File: config.mk
export PLATFORM = sky130hd
export DESIGN_NAME = encoder_8_to_3_stream
export DESIGN_NICKNAME = d
export VERILOG_FILES = /design/src/rtl/encoder_8_to_3_stream.sv
export SDC_FILE = /design/constraint.sdc
export NUM_CORES = 1
export LEC_CHECK = 0
export ABC_AREA = 1
export BUFFER_PORTS_ARGS = -buffer_cell sky130_fd_sc_hd__buf_2
export CORE_MARGIN = 5
export CORE_UTILIZATION = 37
export CTS_CLUSTER_DIAMETER = 120
export DETAILED_ROUTE_END_ITERATION = 10
export GPL_ROUTABILITY_DRIVEN = 0
export HOLD_SLACK_MARGIN = 0.06
export MAX_ROUTING_LAYER = met4
export SYNTH_ARGS = -nofsm -noshare
export SYNTH_HDL_FRONTEND = slang
export SYNTH_SLANG_ARGS = --single-unit
File: constraint.sdc
create_clock -name clk -period 1.4 [get_ports clk]
set_clock_uncertainty 0.2 [all_clocks]
set_input_delay 0.28 -clock clk [delete_from_list [all_inputs] [get_ports clk]]
set_output_delay 0.28 -clock clk [all_outputs]
set_load 0.02 [all_outputs]
File: src/rtl/encoder_8_to_3_stream.sv
// encoder_8_to_3_stream: accepts a multi-hot request vector over valid/ready
// and emits the index of every set bit, lowest first, one beat per handshake.
// An all-zero vector yields a single beat flagged with out_none.
module encoder_8_to_3_stream #(
  parameter int WIDTH = 8,
  localparam int IDX_W = $clog2(WIDTH)
) (
  input  logic             clk,
  input  logic             rst,
  input  logic [WIDTH-1:0] in,
  input  logic             in_valid,
  output logic             in_ready,
  output logic [IDX_W-1:0] out_idx,
  output logic             out_valid,
  input  logic             out_ready,
  output logic             out_last,
  output logic             out_none,
  output logic             busy
);

  typedef enum logic {
    IDLE  = 1'b0,
    DRAIN = 1'b1
  } state_t;

  state_t             state_q, state_d;
  logic [WIDTH-1:0]   pending_q, pending_d;
  logic               zero_flag_q, zero_flag_d;

  logic [IDX_W-1:0]   lsb_idx;
  logic               lsb_found;
  logic               single_bit;
  logic [WIDTH-1:0]   pending_cleared;

  // Locate the lowest set bit of pending and derive the clear-lowest mask.
  always_comb begin
    lsb_idx   = '0;
    lsb_found = 1'b0;
    for (int unsigned i = 0; i < WIDTH; i++) begin
      if (!lsb_found && pending_q[i]) begin
        lsb_idx   = IDX_W'(i);
        lsb_found = 1'b1;
      end
    end
    pending_cleared = pending_q & (pending_q - WIDTH'(1));
    single_bit      = (pending_q != '0) && (pending_cleared == '0);
  end

  // Beat outputs are purely a function of registered state, so they hold under stall.
  always_comb begin
    in_ready  = (state_q == IDLE) && !rst;
    out_valid = (state_q == DRAIN);
    busy      = (state_q == DRAIN);
    out_none  = out_valid && zero_flag_q;
    out_last  = out_valid && (zero_flag_q || single_bit);
    out_idx   = (out_valid && !zero_flag_q) ? lsb_idx : '0;
  end

  // Next-state: capture in IDLE, retire one bit per output handshake in DRAIN.
  always_comb begin
    state_d     = state_q;
    pending_d   = pending_q;
    zero_flag_d = zero_flag_q;
    case (state_q)
      IDLE: begin
        if (in_valid && in_ready) begin
          pending_d   = in;
          zero_flag_d = (in == '0);
          state_d     = DRAIN;
        end
      end
      DRAIN: begin
        if (out_ready) begin
          if (zero_flag_q) begin
            zero_flag_d = 1'b0;
            state_d     = IDLE;
          end else begin
            pending_d = pending_cleared;
            if (out_last) state_d = IDLE;
          end
        end
      end
      default: state_d = IDLE;
    endcase
  end

  // State registers with synchronous active-high reset.
  always_ff @(posedge clk) begin
    if (rst) begin
      state_q     <= IDLE;
      pending_q   <= '0;
      zero_flag_q <= 1'b0;
    end else begin
      state_q     <= state_d;
      pending_q   <= pending_d;
      zero_flag_q <= zero_flag_d;
    end
  end

endmodule

==> results of run 1 <==
cell usage after synthesis, drive strengths merged:
cell	number
a31oi	4
and2	2
buf	4
nor4	2
a21oi	11
o31ai	1
clkinv	1
nand2	27
dfxtp	10
o21ai	13
inv	14
a41oi	1
nor2	14
nand3	9
cell families (layout without fill, tap and decap cells):
kind of cell	Yosys count	after routing	share of synthesized area [%]
flip-flops	10	10	28.2
buffers and inverters	19	78	12.1
AO/OA/AOI/OAI	30	30	23.9
AND/OR/NAND/NOR	54	54	35.7
power by group:
part	leakage [nW]	switching, mW	internal [mW]	total [mW]
combinational	0.571	0.577	0.504	1.08
sequential	0.0850	0.0582	0.332	0.391
clock	0.0150	0.114	0.111	0.225
worst register-to-register path, delay by kind of cell (launching register included):
family | cells | cell delay (ns)
and+or+nand+nor | 4 | 0.40
AOI/OAI and AO/OA | 2 | 0.16
buffers and inverters | 4 | 0.45
DFF | 1 | 0.37
area by class of cell:
cell class / instances / area [um^2] / area share [%]
Tap cell: 25 / 31.3 / 2.13
Clock buffer: 4 / 26.3 / 1.79
Inverter: 15 / 73.8 / 5.02
Multi-Input combinational cell: 84 / 632 / 43.0
Sequential cell: 10 / 211 / 14.4
Timing Repair Buffer: 58 / 479 / 32.6
Timing Repair inverter: 1 / 16.3 / 1.11
state kept, by name, summed over array words and instances, names as in the netlist:
signal       flops
pending_q        8
busy             1
zero_flag_q      1
cells in the final DEF (no fill, tap or decap), types with 2 or more instances in the layout:
cell / count
sky130_fd_sc_hd__a21oi_1: 5
sky130_fd_sc_hd__a21oi_2: 5
sky130_fd_sc_hd__a31oi_2: 2
sky130_fd_sc_hd__a31oi_4: 2
sky130_fd_sc_hd__and2_1: 2
sky130_fd_sc_hd__buf_2: 11
sky130_fd_sc_hd__buf_4: 31
sky130_fd_sc_hd__buf_6: 13
sky130_fd_sc_hd__clkbuf_4: 3
sky130_fd_sc_hd__clkinv_8: 2
sky130_fd_sc_hd__dfxtp_1: 5
sky130_fd_sc_hd__dfxtp_2: 3
sky130_fd_sc_hd__dfxtp_4: 2
sky130_fd_sc_hd__inv_1: 11
sky130_fd_sc_hd__inv_2: 2
sky130_fd_sc_hd__nand2_1: 16
sky130_fd_sc_hd__nand2_2: 6
sky130_fd_sc_hd__nand2_4: 4
sky130_fd_sc_hd__nand3_1: 5
sky130_fd_sc_hd__nand3_2: 4
sky130_fd_sc_hd__nor2_1: 5
sky130_fd_sc_hd__nor2_2: 5
sky130_fd_sc_hd__nor2_4: 4
sky130_fd_sc_hd__nor4_1: 2
sky130_fd_sc_hd__o21ai_0: 2
sky130_fd_sc_hd__o21ai_1: 5
sky130_fd_sc_hd__o21ai_2: 4
sky130_fd_sc_hd__o21ai_4: 2
through the flow:
step / power [mW] / TNS [ns]
floorplan: 0.788 / -0.681
CTS: 1.43 / -3.20
detailed placement: 1.03 / -1.39
global placement: 1.03 / -1.33
finish: 1.70 / -5.51
global route: 1.79 / -6.32
final timing paths:
check	to	from	cells past startpoint
min	pending_q[3]	in[3]	3
min reg2reg	busy	zero_flag_q	3
max reg2reg	pending_q[5]	busy	10
max	out_last	pending_q[1]	8
what timing repair did:
action                                  4_1_cts  5_1_grt
buffers inserted                              8        9
cloned                                        1        0
endpoints found under the setup margin       14       18
hold buffers                                  1        0
gates resized for setup                      34       35
pin swaps                                     6       18
hold endpoints to repair                      1        0
layer usage:
metal / routed length, um / up-vias
li1: - / 494
met1: 1380 / 516
met2: 1730 / 70
met3: 271 / 19
met4: 114 / 0
met5: 0 / -
==> impl_metrics.prom, run 1 <==
# TYPE chip_impl_metric gauge
chip_impl_info{name="run_status",value="finished with violations"} 1
chip_impl_info{name="violations",value="setup timing"} 1
chip_impl_metric{name="num_antenna_cells",unit=""} 0
chip_impl_metric{name="ctsLongestPathBuffers",unit=""} 2
chip_impl_metric{name="fillCellCount",unit=""} 90
chip_impl_metric{name="wire_length_of_the_first_global_routing_pass",unit="mm"} 4.32
chip_impl_metric{name="hold_ws",unit="ns"} 0.0981
chip_impl_metric{name="fmax",unit="GHz"} 0.474
chip_impl_info{name="tritoncts",value="yes"} 1
chip_impl_metric{name="placement.cell_area",unit="um^2"} 1050
chip_impl_metric{name="grt_start_max_net_pins",unit=""} 10
chip_impl_metric{name="fin_cells",unit=""} 197
chip_impl_info{name="grt-busiest-layer",value="met2"} 1
chip_impl_info{name="post-synth-top-area-cell",value="sky130_fd_sc_hd__dfxtp_1"} 1
chip_impl_metric{name="synth_warnings",unit=""} 0
chip_impl_info{name="path_class",value="flip-flop to output port"} 1
chip_impl_metric{name="synth_largest_type_area_fraction",unit="%"} 28.2
chip_impl_metric{name="worst_ep_required_time",unit="ns"} 0.92
chip_impl_info{name="worst_path_most_repeated_cell",value="sky130_fd_sc_hd__nor2_4"} 1
chip_impl_metric{name="totalWireLength",unit="mm"} 3.50
chip_impl_metric{name="floorplan.rows",unit=""} 15
chip_impl_metric{name="cts.sinks",unit=""} 10
chip_impl_metric{name="synth-seq-cells",unit=""} 10
chip_impl_metric{name="relSlewSlack",unit="%"} 71.0
chip_impl_info{name="min-delay-path-class",value="primary input to flip-flop"} 1
chip_impl_metric{name="worst-path-max-fanout",unit=""} 6
chip_impl_metric{name="final_cell_utilization_of_the_core",unit="%"} 82.5
chip_impl_metric{name="synth_area_per_cell",unit="um^2"} 6.29
chip_impl_metric{name="timing.final.crit_share",unit="%"} 151
chip_impl_metric{name="p_per_area",unit="nW/um^2"} 1150
chip_impl_metric{name="num-nets-final",unit=""} 185
chip_impl_metric{name="place_hpwl",unit="mm"} 1.69
chip_impl_metric{name="antenna_found_initial",unit=""} 0
chip_impl_metric{name="max_vdd_drop",unit="mV"} 0.783
chip_impl_metric{name="r2r_setup_slack",unit="ns"} -0.26
chip_impl_metric{name="floorplan.initialDensity",unit="%"} 39.9
chip_impl_metric{name="layout-drive-gt1-share",unit="%"} 65.1
chip_impl_metric{name="preCtsSetupSlack",unit="ns"} -0.344
chip_impl_metric{name="syn_inst",unit=""} 113
chip_impl_metric{name="post-route-min-period",unit="ns"} 2.11
chip_impl_metric{name="timing.critical_path.slowest_cell_delay",unit="ns"} 0.37
chip_impl_info{name="crit_family",value="simple AND/OR/NAND/NOR gates"} 1
chip_impl_metric{name="dr.first_iter.drc_count",unit=""} 56
chip_impl_metric{name="via_count_of_the_first_global_routing_pass",unit=""} 995
chip_impl_metric{name="clock_insertion_delay_worst_skew",unit="ns"} 0.28
chip_impl_info{name="path_cells",value="nor2_4 -> nand2_4 -> nor2_4 -> nor2_2 -> nor2_1 -> nand2_2 -> o21ai_4 -> buf_6"} 1
chip_impl_metric{name="synth.cell_area",unit="um^2"} 711
chip_impl_metric{name="slew_viol_final",unit=""} 0
chip_impl_metric{name="dieWidth",unit="um"} 53.8
chip_impl_metric{name="global_route.usage.met3",unit="%"} 7.20
chip_impl_metric{name="route.antenna.remaining_nets",unit=""} 0
chip_impl_metric{name="maximum_level_of_the_cts_h_tree",unit=""} 1
chip_impl_metric{name="mappedNetlistNets",unit=""} 125
chip_impl_metric{name="syn2layout_area_growth",unit="%"} 107
chip_impl_info{name="startpoint_type",value="flip-flop"} 1
chip_impl_metric{name="grt.total_usage",unit="%"} 21.5
chip_impl_metric{name="arrival",unit="ns"} 1.63
chip_impl_metric{name="ioPinCount",unit=""} 20
chip_impl_metric{name="cap_viol_max_count",unit=""} 0
chip_impl_info{name="worst_setup_path_end_kind",value="output port"} 1
chip_impl_metric{name="chipHeight",unit="um"} 53.8
chip_impl_metric{name="detail_route.first_pass.iterations",unit=""} 5
chip_impl_metric{name="synth_cell_types",unit=""} 23
chip_impl_metric{name="timing_hold_violations_final",unit=""} 0
chip_impl_info{name="cells_taking_the_most_area_after_synthesis",value="sky130_fd_sc_hd__dfxtp_1 28%, sky130_fd_sc_hd__nand2_1 13%, sky130_fd_sc_hd__a21oi_1 7.7%, sky130_fd_sc_hd__nand3_1 6.3%, sky130_fd_sc_hd__inv_1 6.3%"} 1
chip_impl_metric{name="use_met1",unit="%"} 22.9
chip_impl_metric{name="placed_cells",unit=""} 177
chip_impl_info{name="grt_setup_unrepaired",value="true"} 1
chip_impl_metric{name="grt.met2_usage",unit="%"} 37.1
chip_impl_metric{name="drcViolationCount",unit=""} 0
chip_impl_metric{name="finalSetupViolCount",unit=""} 18
chip_impl_metric{name="final_critical_path_setup_slack",unit="ns"} -0.708
chip_impl_metric{name="total_leakage_power",unit="nW"} 0.671
chip_impl_metric{name="tightest_slew",unit="ns"} 0.432
chip_impl_metric{name="core",unit="um^2"} 1780
chip_impl_info{name="clock-root-buffer",value="sky130_fd_sc_hd__clkbuf_4"} 1
chip_impl_metric{name="vias",unit=""} 1099
chip_impl_metric{name="ys_seq_area_share",unit="%"} 28.2
chip_impl_info{name="crit_slowest_cell",value="sky130_fd_sc_hd__dfxtp_4"} 1
chip_impl_metric{name="io_buffers",unit=""} 19
chip_impl_metric{name="post_drt_via_cell_ratio",unit=""} 5.58
chip_impl_metric{name="cts_made_buffers",unit=""} 3
chip_impl_metric{name="critPathBufInv",unit=""} 1
chip_impl_metric{name="gr-total-overflow",unit=""} 0
chip_impl_metric{name="post-route-cell-area",unit="um^2"} 1470
chip_impl_metric{name="die_area",unit="um^2"} 2900
chip_impl_metric{name="clk_transition_reported_paths",unit="ns"} 0.08
chip_impl_metric{name="avgRoutedWirePerCell",unit="um"} 17.7
Note: power is estimated with default switching activity, not from simulation.
==> run 2: changes to the inputs <==
--- a/config.mk
+++ b/config.mk
@@ -14,6 +14,7 @@
 export GPL_ROUTABILITY_DRIVEN = 0
 export HOLD_SLACK_MARGIN = 0.06
 export MAX_ROUTING_LAYER = met4
+export REMOVE_ABC_BUFFERS = 1
 export SYNTH_ARGS = -nofsm -noshare
 export SYNTH_HDL_FRONTEND = slang
 export SYNTH_SLANG_ARGS = --single-unit
==> run 2 against run 1 <==
The run still ends with setup timing left. Die area unchanged. Power is 8.2% lower. Critical path depth stayed put. Via count shrank 12%. Sequential share of layout area is 1.4 points higher. Combinational power fell by 16%. Global-route usage decreased by 2.3 points. Wire length is 27% lower. First-iteration DRC count fell by 52%. Largest cell class unchanged. Clock power up 22%. Core utilization shrank 8.1 points. Worst setup slack better by 0.063 ns.
==> impl_metrics.prom, run 2 (same netlist as run 1, synthesis figures left out) <==
# TYPE chip_impl_metric gauge
chip_impl_info{name="run_status",value="finished with violations"} 1
chip_impl_info{name="violations",value="setup timing"} 1
chip_impl_metric{name="floorplan.rows",unit=""} 15
chip_impl_metric{name="antenna_found_initial",unit=""} 0
chip_impl_metric{name="internal_power",unit="mW"} 0.929
chip_impl_metric{name="holdPathStages",unit=""} 4
chip_impl_metric{name="total_leakage_power",unit="nW"} 0.628
chip_impl_metric{name="ioPinCount",unit=""} 20
chip_impl_metric{name="slew_viol_final",unit=""} 0
chip_impl_metric{name="cap_viol_max_count",unit=""} 0
chip_impl_metric{name="core",unit="um^2"} 1780
chip_impl_metric{name="ctsLongestPathBuffers",unit=""} 2
chip_impl_metric{name="hold_ws",unit="ns"} 0.0761
chip_impl_info{name="path_class",value="flip-flop to output port"} 1
chip_impl_metric{name="finalSetupViolCount",unit=""} 15
chip_impl_info{name="clock-root-buffer",value="sky130_fd_sc_hd__clkbuf_4"} 1
chip_impl_metric{name="worst_ep_required_time",unit="ns"} 0.92
chip_impl_metric{name="clk_transition_reported_paths",unit="ns"} 0.07
chip_impl_metric{name="fin_cells",unit=""} 194
chip_impl_metric{name="floorplan.initialDensity",unit="%"} 39.9
chip_impl_info{name="mostFrequentLayoutCell",value="sky130_fd_sc_hd__buf_4"} 1
chip_impl_metric{name="gr-total-overflow",unit=""} 0
chip_impl_info{name="final_cell_mix",value="33 x sky130_fd_sc_hd__buf_4, 19 x sky130_fd_sc_hd__nand2_1, 11 x sky130_fd_sc_hd__buf_2, 11 x sky130_fd_sc_hd__buf_6, 10 x sky130_fd_sc_hd__inv_1"} 1
chip_impl_metric{name="route.antenna.remaining_nets",unit=""} 0
chip_impl_metric{name="post_drt_via_cell_ratio",unit=""} 4.98
chip_impl_metric{name="place_hpwl",unit="mm"} 1.64
chip_impl_metric{name="tightest_slew",unit="ns"} 0.392
chip_impl_metric{name="grt.total_usage",unit="%"} 19.2
chip_impl_metric{name="layout-drive-gt1-share",unit="%"} 58.6
chip_impl_metric{name="grt_start_max_net_pins",unit=""} 12
chip_impl_metric{name="clock_insertion_delay_worst_skew",unit="ns"} 0.27
chip_impl_info{name="grt_setup_unrepaired",value="true"} 1
chip_impl_metric{name="power.clock.fraction",unit="%"} 17.6
chip_impl_metric{name="final_cell_utilization_of_the_core",unit="%"} 74.3
chip_impl_info{name="path_cells",value="nor2_4 -> nor2_1 -> nor2_1 -> nand3_1 -> nor2_1 -> nand2_1 -> o21ai_1 -> buf_4"} 1
chip_impl_metric{name="max_vdd_drop",unit="mV"} 0.920
chip_impl_metric{name="dieWidth",unit="um"} 53.8
chip_impl_metric{name="num_antenna_cells",unit=""} 0
chip_impl_metric{name="r2r_setup_slack",unit="ns"} -0.19
chip_impl_metric{name="final_critical_path_setup_slack",unit="ns"} -0.646
chip_impl_metric{name="p_per_area",unit="nW/um^2"} 1180
chip_impl_metric{name="io_buffers",unit=""} 19
chip_impl_metric{name="worst-path-max-fanout",unit=""} 6
chip_impl_metric{name="relSlewSlack",unit="%"} 73.6
chip_impl_metric{name="p_total",unit="mW"} 1.56
chip_impl_metric{name="worst_reg2reg_path_length_in_cells",unit=""} 9
chip_impl_info{name="worst_path_most_repeated_cell",value="sky130_fd_sc_hd__nor2_1"} 1
chip_impl_info{name="worst_setup_path_end_kind",value="output port"} 1
chip_impl_metric{name="post-route-min-period",unit="ns"} 2.05
chip_impl_info{name="holdCritStartpoint",value="in[4]"} 1
chip_impl_metric{name="dr.first_iter.drc_count",unit=""} 27
chip_impl_metric{name="timing.final.crit_share",unit="%"} 146
chip_impl_metric{name="power.share.sequential",unit="%"} 24.3
chip_impl_metric{name="area_occupied_by_multi_input_gates",unit="um^2"} 542
chip_impl_info{name="min_delay_worst_endpoint",value="zero_flag_q"} 1
chip_impl_metric{name="timing.critical_path.slowest_cell_delay",unit="ns"} 0.34
chip_impl_metric{name="fmax",unit="GHz"} 0.489
chip_impl_metric{name="maximum_level_of_the_cts_h_tree",unit=""} 1
chip_impl_metric{name="syn2layout_area_growth",unit="%"} 86.4
chip_impl_metric{name="num-nets-final",unit=""} 182
chip_impl_metric{name="fillCellCount",unit=""} 121
chip_impl_metric{name="via_count_of_the_first_global_routing_pass",unit=""} 968
chip_impl_metric{name="wire_length_of_the_first_global_routing_pass",unit="mm"} 3.95
chip_impl_metric{name="power_frac_comb",unit="%"} 58.2
chip_impl_info{name="worstReg2RegEnd",value="busy"} 1
chip_impl_metric{name="detail_route.first_pass.iterations",unit=""} 4
chip_impl_metric{name="cts_made_buffers",unit=""} 3
chip_impl_metric{name="power.share.switching",unit="%"} 40.4
chip_impl_info{name="largest_register",value="pending_q"} 1
chip_impl_info{name="min-delay-path-class",value="primary input to flip-flop"} 1
chip_impl_metric{name="avgRoutedWirePerCell",unit="um"} 13.2
chip_impl_info{name="r2r-start",value="pending_q[0]"} 1
chip_impl_info{name="tritoncts",value="yes"} 1
chip_impl_metric{name="vias",unit=""} 967
chip_impl_info{name="crit_slowest_cell",value="sky130_fd_sc_hd__dfxtp_2"} 1
chip_impl_metric{name="arrival",unit="ns"} 1.57
chip_impl_metric{name="power_switching",unit="mW"} 0.629
chip_impl_metric{name="drcViolationCount",unit=""} 0
chip_impl_metric{name="chipHeight",unit="um"} 53.8
chip_impl_metric{name="placed_cells",unit=""} 181
chip_impl_metric{name="die_area",unit="um^2"} 2900
chip_impl_metric{name="timing_hold_violations_final",unit=""} 0
chip_impl_info{name="startpoint_type",value="flip-flop"} 1
chip_impl_metric{name="cts.sinks",unit=""} 10
chip_impl_metric{name="seqCellArea",unit="um^2"} 209
chip_impl_metric{name="totalWireLength",unit="mm"} 2.57
chip_impl_metric{name="largest_register_ffs",unit=""} 8
-- run 2: changes by cell type in the layout (fill, tap and decap cells not counted), moves of 2 or more --
cell,before,now
sky130_fd_sc_hd__buf_4,31,33
sky130_fd_sc_hd__nand2_1,16,19
sky130_fd_sc_hd__buf_6,13,11
sky130_fd_sc_hd__a31oi_1,0,4
sky130_fd_sc_hd__o21ai_4,2,0
sky130_fd_sc_hd__a31oi_4,2,0
sky130_fd_sc_hd__a31oi_2,2,0
sky130_fd_sc_hd__nor2_1,5,8
sky130_fd_sc_hd__nor2_2,5,2
sky130_fd_sc_hd__nand2_2,6,4
-- run 2: worst max-delay path: cells and delay by family (launching register included) --
family                 cells  cell delay (ns)
AOI/OAI and AO/OA          1             0.13
buffers and inverters      1             0.15
DFF                        1             0.34
and+or+nand+nor            6             0.68
-- run 2: worst max path at each step --
stage / slack, ns / depth (start not counted) / endpoint / from
2_1_floorplan: -0.62 / 4 / out_idx[0] / busy
3_3_place_gp: -0.31 / 8 / out_last / pending_q[0]
3_5_place_dp: -0.35 / 8 / out_last / pending_q[0]
4_1_cts: -0.56 / 8 / out_last / pending_q[1]
5_1_grt: -0.79 / 8 / out_last / pending_q[0]
6_report: -0.65 / 8 / out_last / pending_q[0]
-- run 2: power by group through the flow --
stage	registers (mW)	clock network, mW	logic [mW]
after floorplan	0.396	0	0.307
after global placement	0.374	0	0.631
after detailed placement	0.375	0	0.635
after CTS	0.373	0.273	0.737
after global routing	0.382	0.292	0.992
final	0.378	0.274	0.906
-- run 2: cell type report --
cell class	count	share of cell area (%)
clock buffers	4	2.74
inverters	15	5.38
multi-input cells	84	40.9
flip-flops and latches	10	15.8
well taps	25	2.36
repair buffers	55	32.2
repair inverters	1	0.661
-- run 2: through the flow --
step           TNS (ns)  cell area, um^2  worst slack [ns]
4_1_cts           -2.81             1180            -0.565
6_report          -3.46             1330            -0.646
2_1_floorplan     -6.56              682            -0.624
3_5_place_dp      -1.71             1020            -0.346
5_1_grt           -4.58             1330            -0.788
3_3_place_gp      -1.33             1020            -0.315
-- run 2: timing repair --
action                                  4_1_cts  5_1_grt
hold buffers                                  0        0
endpoints found under the setup margin       17       18
buffers inserted                              6        5
cloned                                        0        1
gates resized for setup                      27       36
pin swaps                                     4       10
endpoints found under the hold margin         0        0
-- run 2: metal layers --
metal	share of wire, %	wire, um	GRT usage, %
met1	43	1120	24.5
met2	48	1230	30.4
met3	4.8	124	2.77
met4	3.6	93	7.23
met5	0	0	-
